--- src/rtl/ccx_arbiter_if.sv ---
// CCX port bundle: fetch requester, data requester and the downstream bridge port.
// master is the arbiter's view; slave is the view of the requesters plus bridge.
interface ccx_arbiter_if #(
    parameter int AW = 39,
    parameter int DW = 64
);
    logic          i_req;
    logic [AW-1:0] i_addr;
    logic          i_gnt;
    logic          i_err;
    logic [DW-1:0] i_rdata;

    logic          d_req;
    logic [AW-1:0] d_addr;
    logic          d_wen;
    logic [7:0]    d_strb;
    logic [DW-1:0] d_wdata;
    logic          d_gnt;
    logic          d_err;
    logic [DW-1:0] d_rdata;

    logic          m_req;
    logic          m_rtype;
    logic [AW-1:0] m_addr;
    logic          m_wen;
    logic [7:0]    m_strb;
    logic [DW-1:0] m_wdata;
    logic          m_gnt;
    logic          m_err;
    logic [DW-1:0] m_rdata;

    modport master (
        input  i_req, i_addr,
        input  d_req, d_addr, d_wen, d_strb, d_wdata,
        input  m_gnt, m_err, m_rdata,
        output i_gnt, i_err, i_rdata,
        output d_gnt, d_err, d_rdata,
        output m_req, m_rtype, m_addr, m_wen, m_strb, m_wdata
    );

    modport slave (
        output i_req, i_addr,
        output d_req, d_addr, d_wen, d_strb, d_wdata,
        output m_gnt, m_err, m_rdata,
        input  i_gnt, i_err, i_rdata,
        input  d_gnt, d_err, d_rdata,
        input  m_req, m_rtype, m_addr, m_wen, m_strb, m_wdata
    );
endinterface

--- src/rtl/ccx_arbiter.sv ---
// Two-requester arbiter for the CCX memory port: data wins by default, a saturating
// starvation counter forces fetch through after STARVE_LIMIT data wins in a row.
module ccx_arbiter #(
    parameter int          AW           = 39,
    parameter int          DW           = 64,
    parameter int unsigned STARVE_LIMIT = 4
) (
    input  logic           axi_aclk,
    input  logic           axi_aresetn,
    ccx_arbiter_if.master  bus
);
    localparam logic [3:0] LIMIT     = 4'(STARVE_LIMIT);
    localparam bit         STARVE_EN = (STARVE_LIMIT != 0);

    typedef enum logic [1:0] {
        IDLE   = 2'd0,
        BUSY_I = 2'd1,
        BUSY_D = 2'd2
    } state_t;

    state_t     state_q, state_d;
    logic [3:0] ctr_q, ctr_d;
    logic       req_q, rtype_q;

    // Requests are only looked at in IDLE; the owner is locked until its m_gnt.
    always_comb begin
        state_d = state_q;
        ctr_d   = ctr_q;
        case (state_q)
            IDLE: begin
                if (bus.i_req && (!bus.d_req || (STARVE_EN && ctr_q == LIMIT))) begin
                    state_d = BUSY_I;
                    ctr_d   = '0;
                end else if (bus.d_req) begin
                    state_d = BUSY_D;
                    if (bus.i_req && ctr_q != LIMIT) ctr_d = ctr_q + 4'd1;
                end
            end
            BUSY_I, BUSY_D: if (bus.m_gnt) state_d = IDLE;
            default: state_d = IDLE;
        endcase
    end

    // m_req/m_rtype come straight from flops so no request input reaches them combinationally.
    always_ff @(posedge axi_aclk or negedge axi_aresetn) begin
        if (!axi_aresetn) begin
            state_q <= IDLE;
            ctr_q   <= '0;
            req_q   <= 1'b0;
            rtype_q <= 1'b0;
        end else begin
            state_q <= state_d;
            ctr_q   <= ctr_d;
            req_q   <= (state_d != IDLE);
            rtype_q <= (state_d == BUSY_D);
        end
    end

    assign bus.m_req   = req_q;
    assign bus.m_rtype = rtype_q;

    always_comb begin
        bus.m_addr  = '0;
        bus.m_wen   = 1'b0;
        bus.m_strb  = '0;
        bus.m_wdata = '0;
        case (state_q)
            BUSY_I: bus.m_addr = bus.i_addr;
            BUSY_D: begin
                bus.m_addr  = bus.d_addr;
                bus.m_wen   = bus.d_wen;
                bus.m_strb  = bus.d_strb;
                bus.m_wdata = bus.d_wdata;
            end
            default: ;
        endcase
    end

    // A stray m_gnt in IDLE routes nowhere.
    assign bus.i_gnt   = bus.m_gnt && (state_q == BUSY_I);
    assign bus.d_gnt   = bus.m_gnt && (state_q == BUSY_D);

    assign bus.i_rdata = bus.m_rdata;
    assign bus.d_rdata = bus.m_rdata;
    assign bus.i_err   = bus.m_err;
    assign bus.d_err   = bus.m_err;
endmodule

--- src/flat_wrapper.sv ---
// flat-port wrapper written by rule: the top's interface ports become plain ports
module ccx_arbiter_flat 
#(
    parameter int          AW           = 39,
    parameter int          DW           = 64,
    parameter int unsigned STARVE_LIMIT = 4
)
  (axi_aclk, axi_aresetn, bus_i_req, bus_i_addr, bus_d_req, bus_d_addr, bus_d_wen, bus_d_strb, bus_d_wdata, bus_m_gnt, bus_m_err, bus_m_rdata, bus_i_gnt, bus_i_err, bus_i_rdata, bus_d_gnt, bus_d_err, bus_d_rdata, bus_m_req, bus_m_rtype, bus_m_addr, bus_m_wen, bus_m_strb, bus_m_wdata);
  ccx_arbiter_if #(.AW(AW), .DW(DW)) bus_i ();
  input  logic axi_aclk;
  input  logic axi_aresetn;
  input wire logic [$bits(bus_i.i_req)-1:0] bus_i_req;
  input wire logic [$bits(bus_i.i_addr)-1:0] bus_i_addr;
  input wire logic [$bits(bus_i.d_req)-1:0] bus_d_req;
  input wire logic [$bits(bus_i.d_addr)-1:0] bus_d_addr;
  input wire logic [$bits(bus_i.d_wen)-1:0] bus_d_wen;
  input wire logic [$bits(bus_i.d_strb)-1:0] bus_d_strb;
  input wire logic [$bits(bus_i.d_wdata)-1:0] bus_d_wdata;
  input wire logic [$bits(bus_i.m_gnt)-1:0] bus_m_gnt;
  input wire logic [$bits(bus_i.m_err)-1:0] bus_m_err;
  input wire logic [$bits(bus_i.m_rdata)-1:0] bus_m_rdata;
  output wire logic [$bits(bus_i.i_gnt)-1:0] bus_i_gnt;
  output wire logic [$bits(bus_i.i_err)-1:0] bus_i_err;
  output wire logic [$bits(bus_i.i_rdata)-1:0] bus_i_rdata;
  output wire logic [$bits(bus_i.d_gnt)-1:0] bus_d_gnt;
  output wire logic [$bits(bus_i.d_err)-1:0] bus_d_err;
  output wire logic [$bits(bus_i.d_rdata)-1:0] bus_d_rdata;
  output wire logic [$bits(bus_i.m_req)-1:0] bus_m_req;
  output wire logic [$bits(bus_i.m_rtype)-1:0] bus_m_rtype;
  output wire logic [$bits(bus_i.m_addr)-1:0] bus_m_addr;
  output wire logic [$bits(bus_i.m_wen)-1:0] bus_m_wen;
  output wire logic [$bits(bus_i.m_strb)-1:0] bus_m_strb;
  output wire logic [$bits(bus_i.m_wdata)-1:0] bus_m_wdata;
  assign bus_i.i_req = bus_i_req;
  assign bus_i.i_addr = bus_i_addr;
  assign bus_i.d_req = bus_d_req;
  assign bus_i.d_addr = bus_d_addr;
  assign bus_i.d_wen = bus_d_wen;
  assign bus_i.d_strb = bus_d_strb;
  assign bus_i.d_wdata = bus_d_wdata;
  assign bus_i.m_gnt = bus_m_gnt;
  assign bus_i.m_err = bus_m_err;
  assign bus_i.m_rdata = bus_m_rdata;
  assign bus_i_gnt = bus_i.i_gnt;
  assign bus_i_err = bus_i.i_err;
  assign bus_i_rdata = bus_i.i_rdata;
  assign bus_d_gnt = bus_i.d_gnt;
  assign bus_d_err = bus_i.d_err;
  assign bus_d_rdata = bus_i.d_rdata;
  assign bus_m_req = bus_i.m_req;
  assign bus_m_rtype = bus_i.m_rtype;
  assign bus_m_addr = bus_i.m_addr;
  assign bus_m_wen = bus_i.m_wen;
  assign bus_m_strb = bus_i.m_strb;
  assign bus_m_wdata = bus_i.m_wdata;
  ccx_arbiter #(.AW(AW), .DW(DW), .STARVE_LIMIT(STARVE_LIMIT)) u_core (.axi_aclk(axi_aclk), .axi_aresetn(axi_aresetn), .bus(bus_i));
endmodule
--- config.mk ---
export PLATFORM = sky130hd
export DESIGN_NAME = ccx_arbiter_flat
export DESIGN_NICKNAME = d
export VERILOG_FILES = /design/src/rtl/ccx_arbiter_if.sv /design/src/rtl/ccx_arbiter.sv /design/src/flat_wrapper.sv
export SDC_FILE = /design/constraint.sdc
export NUM_CORES = 1
export LEC_CHECK = 0
export BUFFER_PORTS_ARGS = -buffer_cell sky130_fd_sc_hd__clkbuf_2
export CORE_AREA = 2 2 182 184
export DETAILED_ROUTE_END_ITERATION = 8
export DIE_AREA = 0 0 184 186
export PLACE_DENSITY = 0.37
export RECOVER_POWER = 25
export SLEW_MARGIN = 25
export SYNTH_ARGS = -nofsm -noshare
export SYNTH_HDL_FRONTEND = slang
export SYNTH_SLANG_ARGS = --single-unit
export TNS_END_PERCENT = 1
--- constraint.sdc ---
create_clock -name axi_aclk -period 3.5 [get_ports axi_aclk]
set_clock_uncertainty 0.15 [all_clocks]
set_input_delay 1.05 -clock axi_aclk [delete_from_list [all_inputs] [get_ports axi_aclk]]
set_output_delay 1.05 -clock axi_aclk [all_outputs]
set_load 0.01 [all_outputs]
**After elaboration in Yosys (flattened, before gate mapping)**

Index checks and enable logic that the tools add are counted.

- Bits in latches: 0
- Logic and storage cells: 33
- Bits in writable memories: 0
- ROM bits: 0
- Bits in registers: 8
- Output and inout port bits: 246
- Input bits: 221
- Memories: 0

- Shift operators: 0
- Add/subtract/negate cells: 1
- Multiply operators: 0
- Div/mod/pow operators: 0
- Magnitude comparators: 0
- Muxes and demuxes: 11
- Bitwise gates (word level): 0
- Reductions and logical operators: 12
- Equality and inequality tests: 5

Operators by type and width:

| cell | count |
|---|---|
| $pmux W39 S2 | 1 |
| $mux W64 | 1 |
| $mux W4 | 3 |
| $mux W8 | 1 |
| $mux W2 | 3 |
| $reduce_bool A2 Y1 | 3 |
| $add A4 B1 Y4 const B | 1 |
| $eq A2 B2 Y1 const B | 2 |
| $eq A4 B3 Y1 const B | 1 |
| $logic_and A1 B1 Y1 | 4 |
| $ne A4 B3 Y1 const B | 1 |
| $pmux W2 S2 | 1 |
| $reduce_and A3 Y1 | 1 |
| $eq A2 B1 Y1 const B | 1 |
| $logic_not A2 Y1 | 1 |
| $reduce_or A2 Y1 | 1 |
| $logic_not A1 Y1 | 1 |
| $logic_or A1 B1 Y1 | 1 |
| $mux W1 | 1 |

**Depth between registers and ports, before layout**

Gate-level depths: netlist of the first run.

- Depth after elaboration: 6
- Mapped depth: 6
- Depth with buffers taken out: 5

**Worst setup path after synthesis of the first run**

No wires, ideal clock.

- Kind: flip-flop to output port
- Start: register u_core.state_q[1]
- End: output bus_m_addr[1]
- Arrival time: 1.423 ns
- Slack: 0.877 ns
- Cell stages (with the launch flop): 6
- Buffers on the path: 2
- Data required time: 2.300 ns
- Cell sequence: dfrtp_1 inv_1 ha_1 buf_2 clkbuf_1 nor2b_1

- Word-level cells in the longest chain between the ends: 2
- Elaborated cells on any way between the ends: 3
- Those cells by class: eq/ne (2); mux (1)

Ends and longest elaborated chain:

| what | RTL line | text |
|---|---|---|
| start, declared | ccx_arbiter.sv:21 | `state_t state_q, state_d;` |
| start signal, assigned | ccx_arbiter.sv:52 | `state_q <= state_d;` |
| $eq A2 B2 Y1 / $eq A2 B1 Y1 (equally long branches) | ccx_arbiter.sv:67 | `case (state_q)` |
| $pmux W39 S2 * | ccx_arbiter.sv:67 |  |
| end, declared | flat_wrapper.sv:30 | `output wire logic [$bits(bus_i.m_addr)-1:0] bus_m_addr;` |

Mark *: on every way between the ends. The rest lies on a longest branch, timed or not.

**Worst setup path in the final report of the first run**

- Start: register u_core.state_q[1]
- End: output bus_m_addr[8]

The elaborated chain is that of the path after synthesis.

==> results of run 1 <==
## sequential cells by signal, indices dropped and copies added (netlist names)
| register | flops |
|---|---|
| u_core.ctr_q | 4 |
| u_core.state_q | 2 |
| u_core.bus.m_rtype | 1 |
| u_core.bus.m_req | 1 |
## power groups by stage
stage          clock [mW]  sequential, mW  combinational, mW
6_report            0.188           0.158               1.54
5_1_grt             0.199           0.162               1.72
4_1_cts             0.195           0.159               1.59
3_5_place_dp            0           0.158               1.58
3_3_place_gp            0           0.157               1.58
2_1_floorplan           0           0.155               1.08
## worst paths after layout
check / from / to / slack [ps] / cells after the start
max in group asynchronous: axi_aresetn / u_core.ctr_q[2] / 2290 / 1
min: u_core.ctr_q[1] / u_core.ctr_q[1] / 400 / 2
max: u_core.state_q[1] / bus_m_addr[8] / 280 / 6
min reg2reg: u_core.ctr_q[1] / u_core.ctr_q[1] / 400 / 2
min in group asynchronous: axi_aresetn / u_core.bus.m_rtype / 590 / 1
max reg2reg: u_core.state_q[1] / u_core.bus.m_rtype / 1260 / 6
## tightest hold or removal path, delay by kind of cell, from the launching register on
family / cells / cell delay (ps)
AO/OA/AOI/OAI: 1 / 70
flip-flops: 1 / 380
AND/OR/NAND/NOR: 1 / 60
## cells by family after synthesis
logic type / synth area share, %
flip-flops: 7.65
multiplexers: 0.383
AO/OA/AOI/OAI: 16.1
buffers and inverters: 42.3
adder cells (fa/ha/maj): 2.87
AND/OR/NAND/NOR: 30.8
## cell usage in the layout (no fill, tap or decap), drive strengths merged, types with 2 or more instances in the layout
cell / netlist / routed
nand3: 2 / 2
and2: 75 / 75
nand2b: 2 / 2
nand4: 2 / 2
dfrtp: 8 / 8
nand3b: 2 / 2
ha: 6 / 6
nand2: 3 / 3
a21oi: 2 / 2
buf: 139 / 5
inv: 7 / 7
o21ai: 5 / 5
clkbuf: 13 / 274
nor2b: 40 / 40
a22oi: 39 / 39
## per-layer routing
layer	vias to the layer above	routed length [um]
li1	1281	-
met1	1132	4180
met2	245	4600
met3	59	1410
met4	2	471
met5	-	12
## area by class of cell
cell class / count / area, um^2
fill: 3780 / 28700
timing repair buffer: 276 / 1410
multi-input combinational: 189 / 1320
tap: 408 / 510
sequential: 8 / 200
clock buffer: 3 / 75.1
inverter: 7 / 26.3
## metrics by stage
| stage | total power [mW] | hold WS, ps |
|---|---|---|
| 6_report | 1.88 | 402 |
| 3_3_place_gp | 1.74 | 394 |
| 3_5_place_dp | 1.74 | 404 |
| 2_1_floorplan | 1.24 | 347 |
| 4_1_cts | 1.94 | 412 |
| 5_1_grt | 2.08 | 444 |
==> flow_summary.json, run 1 <==
{
  "finalNonFillerCells": 891,
  "worstSetupPathType": "reg2out",
  "clockBufferDepth": 2,
  "slowest_stage": "ha_2",
  "synth.most_common_cell": "buf_4",
  "p_int_uw": 970,
  "hold_path.class": "reg2reg",
  "drt_iter0_markers": 85,
  "row_count": 66,
  "synth_area_per_cell_um2": 7.35,
  "path_delay_family": "buffers and inverters",
  "cp_max_fo": 17,
  "relSlewSlack_pct": 64.8,
  "hold_buffers": 0,
  "layout_setup_ws_ps": 277,
  "synth-seq-cells": 8,
  "drt_wl_total_um": 10700,
  "placed_cells": 888,
  "postSynthNetCount": 583,
  "combPwrFrac_pct": 81.6,
  "syn-cell-area_um2": 2620,
  "crit_arrival_ps": 2020,
  "drive_gt1_share_pct": 58.0,
  "cts-resized-gates": 0,
  "post-dp-hpwl_um": 9110,
  "met3_usage_pct": 2.60,
  "final_util_pct": 11.0,
  "placed_cell_area_um2": 3480,
  "wl_per_cell_um": 12.0,
  "syn2layout_area_growth_pct": 35.6,
  "io_buffers": 271,
  "fin_tns_setup_ps": 0,
  "die_h_um": 186,
  "rsz0062_at_grt": "no",
  "fp.dieW_um": 184,
  "synth_top_area_share_pct": 37.3,
  "fin_crit_ps": 3220,
  "cts_inserted_buffers": 3,
  "peakVddDrop_uv": 252,
  "maxSlewViolCount": 0,
  "yosys_most_used_dff": "dfrtp_1",
  "grt_first_pass_wirelength_um": 13900,
  "grt_busiest_layer": "met2",
  "period_share_pct": 92.1,
  "p_sw_share_pct": 48.5,
  "tightest_slew_ps": 528,
  "start_util_pct": 8.12,
  "synth_common_cells": "buf_4 (130), and2_1 (75), nor2b_1 (40), a22oi_1 (39), buf_2 (9)",
  "cts_sinks": 8,
  "cellLeakagePower_nw": 1.81,
  "cts_root_buffer": "clkbuf_16",
  "grt_start_max_net_pins": 67,
  "dpl_worst_slack_ps": 427,
  "io-pin-count": 467,
  "powerDensity_nw_per_um2": 531,
  "status": "finished, final reports clean",
  "cts_setup_buffers": 0,
  "start_kind": "register",
  "ant_nets": 0,
  "antenna_found_initial": 1,
  "setup_viol": 0,
  "grt_use_total_pct": 5.29,
  "end_kind": "primary output",
  "use_met1_pct": 6.14,
  "yosys.area.top_type": "buf_4",
  "seqPwrFrac_pct": 8.4,
  "gr-total-overflow": 0,
  "grt_pass1_vias": 2458,
  "drv_cap": 0,
  "path_buf_inv": 3,
  "power.switching_uw": 913,
  "diodes": 0,
  "synth_edf_count": 0,
  "die-area_um2": 34200,
  "nets": 712,
  "gp_congestion": 0.656,
  "design_area_um2": 3550,
  "clk_pin_slew_ps": 40,
  "dr.pass1.iters": 5,
  "final_hold_viol_count": 0,
  "critPathMaxStageDelay_ps": 500,
  "ys_types": 30,
  "vias": 2719,
  "async_reset_ff_share_pct": 100,
  "ys_warn_count": 0,
  "p_clk_share_pct": 10.0,
  "globalRouteMet2Util_pct": 8.02,
  "yosysSeqAreaShare_pct": 7.65,
  "cts_max_level": 1,
  "synth.top_cells.by_area": "buf_4 (37%), and2_1 (18%), a22oi_1 (11%)",
  "routed_via_density": 3.05,
  "required_ps": 2300,
  "cts_tree": "built",
  "path_cells": "inv_1, ha_2, buf_4, a22oi_1, nor2b_1, clkbuf_2",
  "placeableCoreArea_um2": 32200,
  "drc": 0,
  "clock_latency_ps": 230,
  "synth_cells": 356,
  "fmax_mhz": 310
}
Note: power is estimated with default switching activity, not from simulation.
==> run 2, diff against run 1 <==
BUFFER_PORTS_ARGS = not set   (was -buffer_cell sky130_fd_sc_hd__clkbuf_2)
DONT_BUFFER_PORTS = 1   (was not set)
PLACE_DENSITY = 0.3   (was 0.37)
==> flow_summary.json, run 2 (synthesized netlist as in run 1, its figures left out) <==
{
  "top_register": "u_core.ctr_q",
  "path_buf_inv": 2,
  "drc": 0,
  "wl_per_cell_um": 16.7,
  "hold_path.class": "in2async",
  "crit_arrival_ps": 2040,
  "drt_iter0_markers": 134,
  "drive_gt1_share_pct": 8.37,
  "io-pin-count": 467,
  "grt_busiest_layer": "met2",
  "crit_path_start": "u_core.state_q[1]",
  "relSlewSlack_pct": 70.8,
  "peakVddDrop_uv": 237,
  "grt_use_total_pct": 5.21,
  "timing.rr.start": "u_core.state_q[1]",
  "cellLeakagePower_nw": 0.667,
  "cts_root_buffer": "clkbuf_16",
  "multi_input_area_um2": 1330,
  "r2r_slack_ps": 1230,
  "ant_nets": 0,
  "met3_usage_pct": 3.37,
  "syn2layout_area_growth_pct": -15.2,
  "gp_congestion": 0.673,
  "drv_cap": 0,
  "vias": 1873,
  "start_kind": "register",
  "hold_buffers": 0,
  "cts_max_level": 1,
  "fp.dieW_um": 184,
  "critPathMaxStageDelay_ps": 470,
  "fmax_mhz": 308,
  "die-area_um2": 34200,
  "grt_first_pass_wirelength_um": 12300,
  "fillers": 3750,
  "slowest_stage": "dfrtp_1",
  "placeableCoreArea_um2": 32200,
  "grt_start_max_net_pins": 62,
  "routed_via_density": 2.99,
  "cp_max_fo": 28,
  "fin_crit_ps": 3240,
  "status": "finished, final reports clean",
  "clk_pin_slew_ps": 40,
  "path_delay_family": "buffers and inverters",
  "use_met1_pct": 6.25,
  "post-dp-hpwl_um": 9150,
  "period_share_pct": 92.6,
  "fin_tns_setup_ps": 0,
  "cts_tree": "built",
  "nets": 444,
  "dr.pass1.iters": 4,
  "final_util_pct": 6.89,
  "powerDensity_nw_per_um2": 692,
  "seq_area_um2": 200,
  "layout_common_cells": "and2_1 (75), nor2b_1 (40), a22oi_1 (39)",
  "drt_wl_total_um": 10500,
  "tightest_slew_ps": 437,
  "io_buffers": 0,
  "row_count": 66,
  "largest_register_ffs": 4,
  "start_util_pct": 8.12,
  "maxSlewViolCount": 0,
  "die_h_um": 186,
  "grt_pass1_vias": 1656,
  "largest_registers": "u_core.ctr_q: 4 flops, u_core.state_q: 2 flops",
  "clock_latency_ps": 230,
  "final_hold_viol_count": 0,
  "setup_viol": 0,
  "gr-total-overflow": 0,
  "globalRouteMet2Util_pct": 7.22,
  "end_kind": "primary output",
  "antenna_found_initial": 5,
  "final_common_cell": "and2_1",
  "cts_inserted_buffers": 3,
  "required_ps": 2300,
  "rsz0062_at_grt": "no",
  "worstSetupPathType": "reg2out",
  "cts_sinks": 8,
  "clockBufferDepth": 2,
  "path_cells": "inv_1, ha_2, buf_4, a22oi_1, nor2b_1"
}
==> run 2: cell type report <==
class,count,share of cell area [%]
inverter,7,1.18
antenna,3,0.338
clock buffer,3,3.38
sequential,8,9.02
multi-input combinational,189,59.8
tap,408,23.0
timing repair buffer,8,3.27
==> run 2: power by group <==
group / internal (mW) / total [mW] / switching (mW) / leakage, nW
logic: 0.428 / 1.18 / 0.754 / 0.526
registers: 0.123 / 0.164 / 0.0403 / 0.105
clock network: 0.147 / 0.191 / 0.0437 / 0.0370
==> run 2: per-stage QoR <==
step	hold slack, ps	instances	power [mW]	area, um^2	setup slack (ps)
2_1_floorplan	347	356	1.24	2620	877
3_3_place_gp	383	620	1.38	2130	431
3_5_place_dp	388	620	1.37	2130	345
4_1_cts	360	623	1.57	2210	92.5
5_1_grt	354	623	1.71	2210	103
6_report	364	626	1.54	2220	257
==> run 2: worst register-to-register path: stages (launching register included) <==
cell	delay [ps]
dfrtp_1	500
inv_1	110
ha_2	480
buf_4	350
nand3b_1	190
a21o_1	230
o221ai_2	170
==> run 2: routing by layer <==
metal  vias up  part of all wire (%)
li1        751                     -
met1       820                    39
met2       261                    42
met3        39                    15
met4         2                   4.0
met5         -                  0.12
==> run 2: timing repair <==
action	CTS	global route
hold endpoints to repair	0	0
setup endpoints to repair	0	2
gates resized for setup	0	1
buffers inserted	0	0
==> run 2: worst paths after layout <==
| kind | end | depth (start not counted) |
|---|---|---|
| setup / recovery | bus_m_addr[28] | 5 |
| hold / removal | u_core.ctr_q[1] | 0 |
| setup reg to reg | u_core.bus.m_req | 6 |
| hold reg to reg | u_core.ctr_q[1] | 2 |
| max in group asynchronous | u_core.state_q[0] | 0 |
| min in group axi_aclk | u_core.ctr_q[1] | 2 |
==> run 3, diff against run 2 <==
CORE_AREA = 2 2 184 186   (was 2 2 182 184)
DIE_AREA = 0 0 186 188   (was 0 0 184 186)
RECOVER_POWER = not set   (was 25)
clock period = 2.8 ns   (was 3.5 ns; I/O delays follow)
==> flow_summary.json, run 3 (synthesized netlist as in run 1, its figures left out) <==
{
  "grt_pass1_vias": 1792,
  "relSlewSlack_pct": 79.6,
  "fmax_mhz": 366,
  "clk_pin_slew_ps": 40,
  "peakVddDrop_uv": 240,
  "placed_cells": 665,
  "clockBufferDepth": 2,
  "post-dp-hpwl_um": 9580,
  "hold_path.class": "in2async",
  "start_kind": "register",
  "routed_via_density": 2.83,
  "cellLeakagePower_nw": 0.717,
  "ant_nets": 0,
  "required_ps": 1810,
  "antenna_found_initial": 9,
  "powerDensity_nw_per_um2": 861,
  "final_hold_viol_count": 0,
  "grt_first_pass_wirelength_um": 13700,
  "rsz0062_at_grt": "yes",
  "drv_cap": 0,
  "cts_inserted_buffers": 3,
  "die-area_um2": 35000,
  "start_util_pct": 7.90,
  "maxSlewViolCount": 0,
  "layout_setup_ws_ps": 70.4,
  "grt_start_max_net_pins": 65,
  "cp_max_fo": 41,
  "timing.hold.ws_ps": 152,
  "drt_wl_total_um": 11200,
  "die_h_um": 188,
  "fillers": 3877,
  "cts_max_level": 1,
  "worstSetupPathType": "reg2out",
  "final_common_cell": "and2_1",
  "setup_viol": 0,
  "final_util_pct": 7.09,
  "drt_iter0_markers": 95,
  "dr.pass1.iters": 4,
  "cts_root_buffer": "clkbuf_16",
  "grt_use_total_pct": 5.65,
  "dpl_worst_slack_ps": 246,
  "tightest_slew_ps": 306,
  "placeableCoreArea_um2": 33100,
  "gp_congestion": 0.696,
  "cts_sinks": 8,
  "drive_gt1_share_pct": 11.7,
  "largest_registers": "u_core.ctr_q: 4 flops, u_core.state_q: 2 flops",
  "period_share_pct": 97.5,
  "fin_crit_ps": 2730,
  "crit_arrival_ps": 1740,
  "clock_latency_ps": 230,
  "layout_common_cells": "and2_1 (74), nor2b_1 (40), a22oi_1 (39)",
  "io_buffers": 0,
  "cts_tree": "built",
  "gr-total-overflow": 0,
  "fp.dieW_um": 186,
  "finalNonFillerCells": 673,
  "vias": 1907,
  "hold_buffers": 0,
  "top_register": "u_core.ctr_q",
  "power_mw": 2.02,
  "drc": 0,
  "status": "finished, final reports clean",
  "wl_per_cell_um": 16.7,
  "syn2layout_area_growth_pct": -10.2,
  "end_kind": "primary output",
  "largest_register_ffs": 4,
  "row_count": 67,
  "io-pin-count": 467,
  "nets": 452
}
## run 3: path summary, 6_finish.rpt
path | start | end | slack (ps) | cells after the start
worst min-delay path | axi_aresetn | u_core.ctr_q[0] | 150 | 0
worst max-delay path | u_core.state_q[0] | bus_m_addr[11] | 70 | 5
max in group asynchronous | axi_aresetn | u_core.state_q[1] | 2280 | 0
worst min register to register | u_core.ctr_q[1] | u_core.ctr_q[1] | 380 | 2
min in group axi_aclk | u_core.ctr_q[1] | u_core.ctr_q[1] | 380 | 2
worst max register to register | u_core.state_q[0] | u_core.bus.m_req | 810 | 6
## run 3: what timing repair did
item,in CTS,in global routing
setup buffers,0,3
resized for setup,1,1
setup endpoints to repair,2,13
pin swaps,0,1
## run 3: layout make-up
| class | count | area (um^2) | area share, % |
|---|---|---|---|
| Sequential cell | 8 | 200 | 8.52 |
| Tap cell | 448 | 561 | 23.9 |
| Antenna cell | 2 | 5.00 | 0.213 |
| Timing Repair Buffer | 16 | 145 | 6.18 |
| Multi-Input combinational cell | 189 | 1340 | 56.9 |
| Clock buffer | 3 | 75.1 | 3.20 |
| Inverter | 7 | 26.3 | 1.12 |
## run 3: critical path: stages (launching register included)
cell and delay (ps):
dfrtp_1 440, inv_1 120, ha_1 340, buf_12 200, nor2b_1 230, buf_4 160
## run 3: per-layer routing
| metal | vias to the layer above | part of all wire (%) | GRT usage, % |
|---|---|---|---|
| li1 | 767 | - | - |
| met1 | 818 | 34 | 5.52 |
| met2 | 248 | 45 | 8.94 |
| met3 | 66 | 16 | 4.14 |
| met4 | 8 | 4.8 | 2.54 |
| met5 | - | 0.51 | 0 |
## run 3: stage by stage
step | area (um^2) | setup TNS (ps)
5_1_grt | 2340 | -6.87
4_1_cts | 2320 | 0
3_5_place_dp | 2230 | 0
3_3_place_gp | 2230 | 0
6_report | 2350 | 0
2_1_floorplan | 2620 | 0
## run 3: report_power, final
group          total, mW  leakage [nW]  internal [mW]  switching (mW)
combinational       1.58         0.575          0.616           0.966
sequential         0.195         0.105          0.154          0.0409
clock              0.244        0.0370          0.185          0.0597
total               2.02         0.717          0.955            1.07
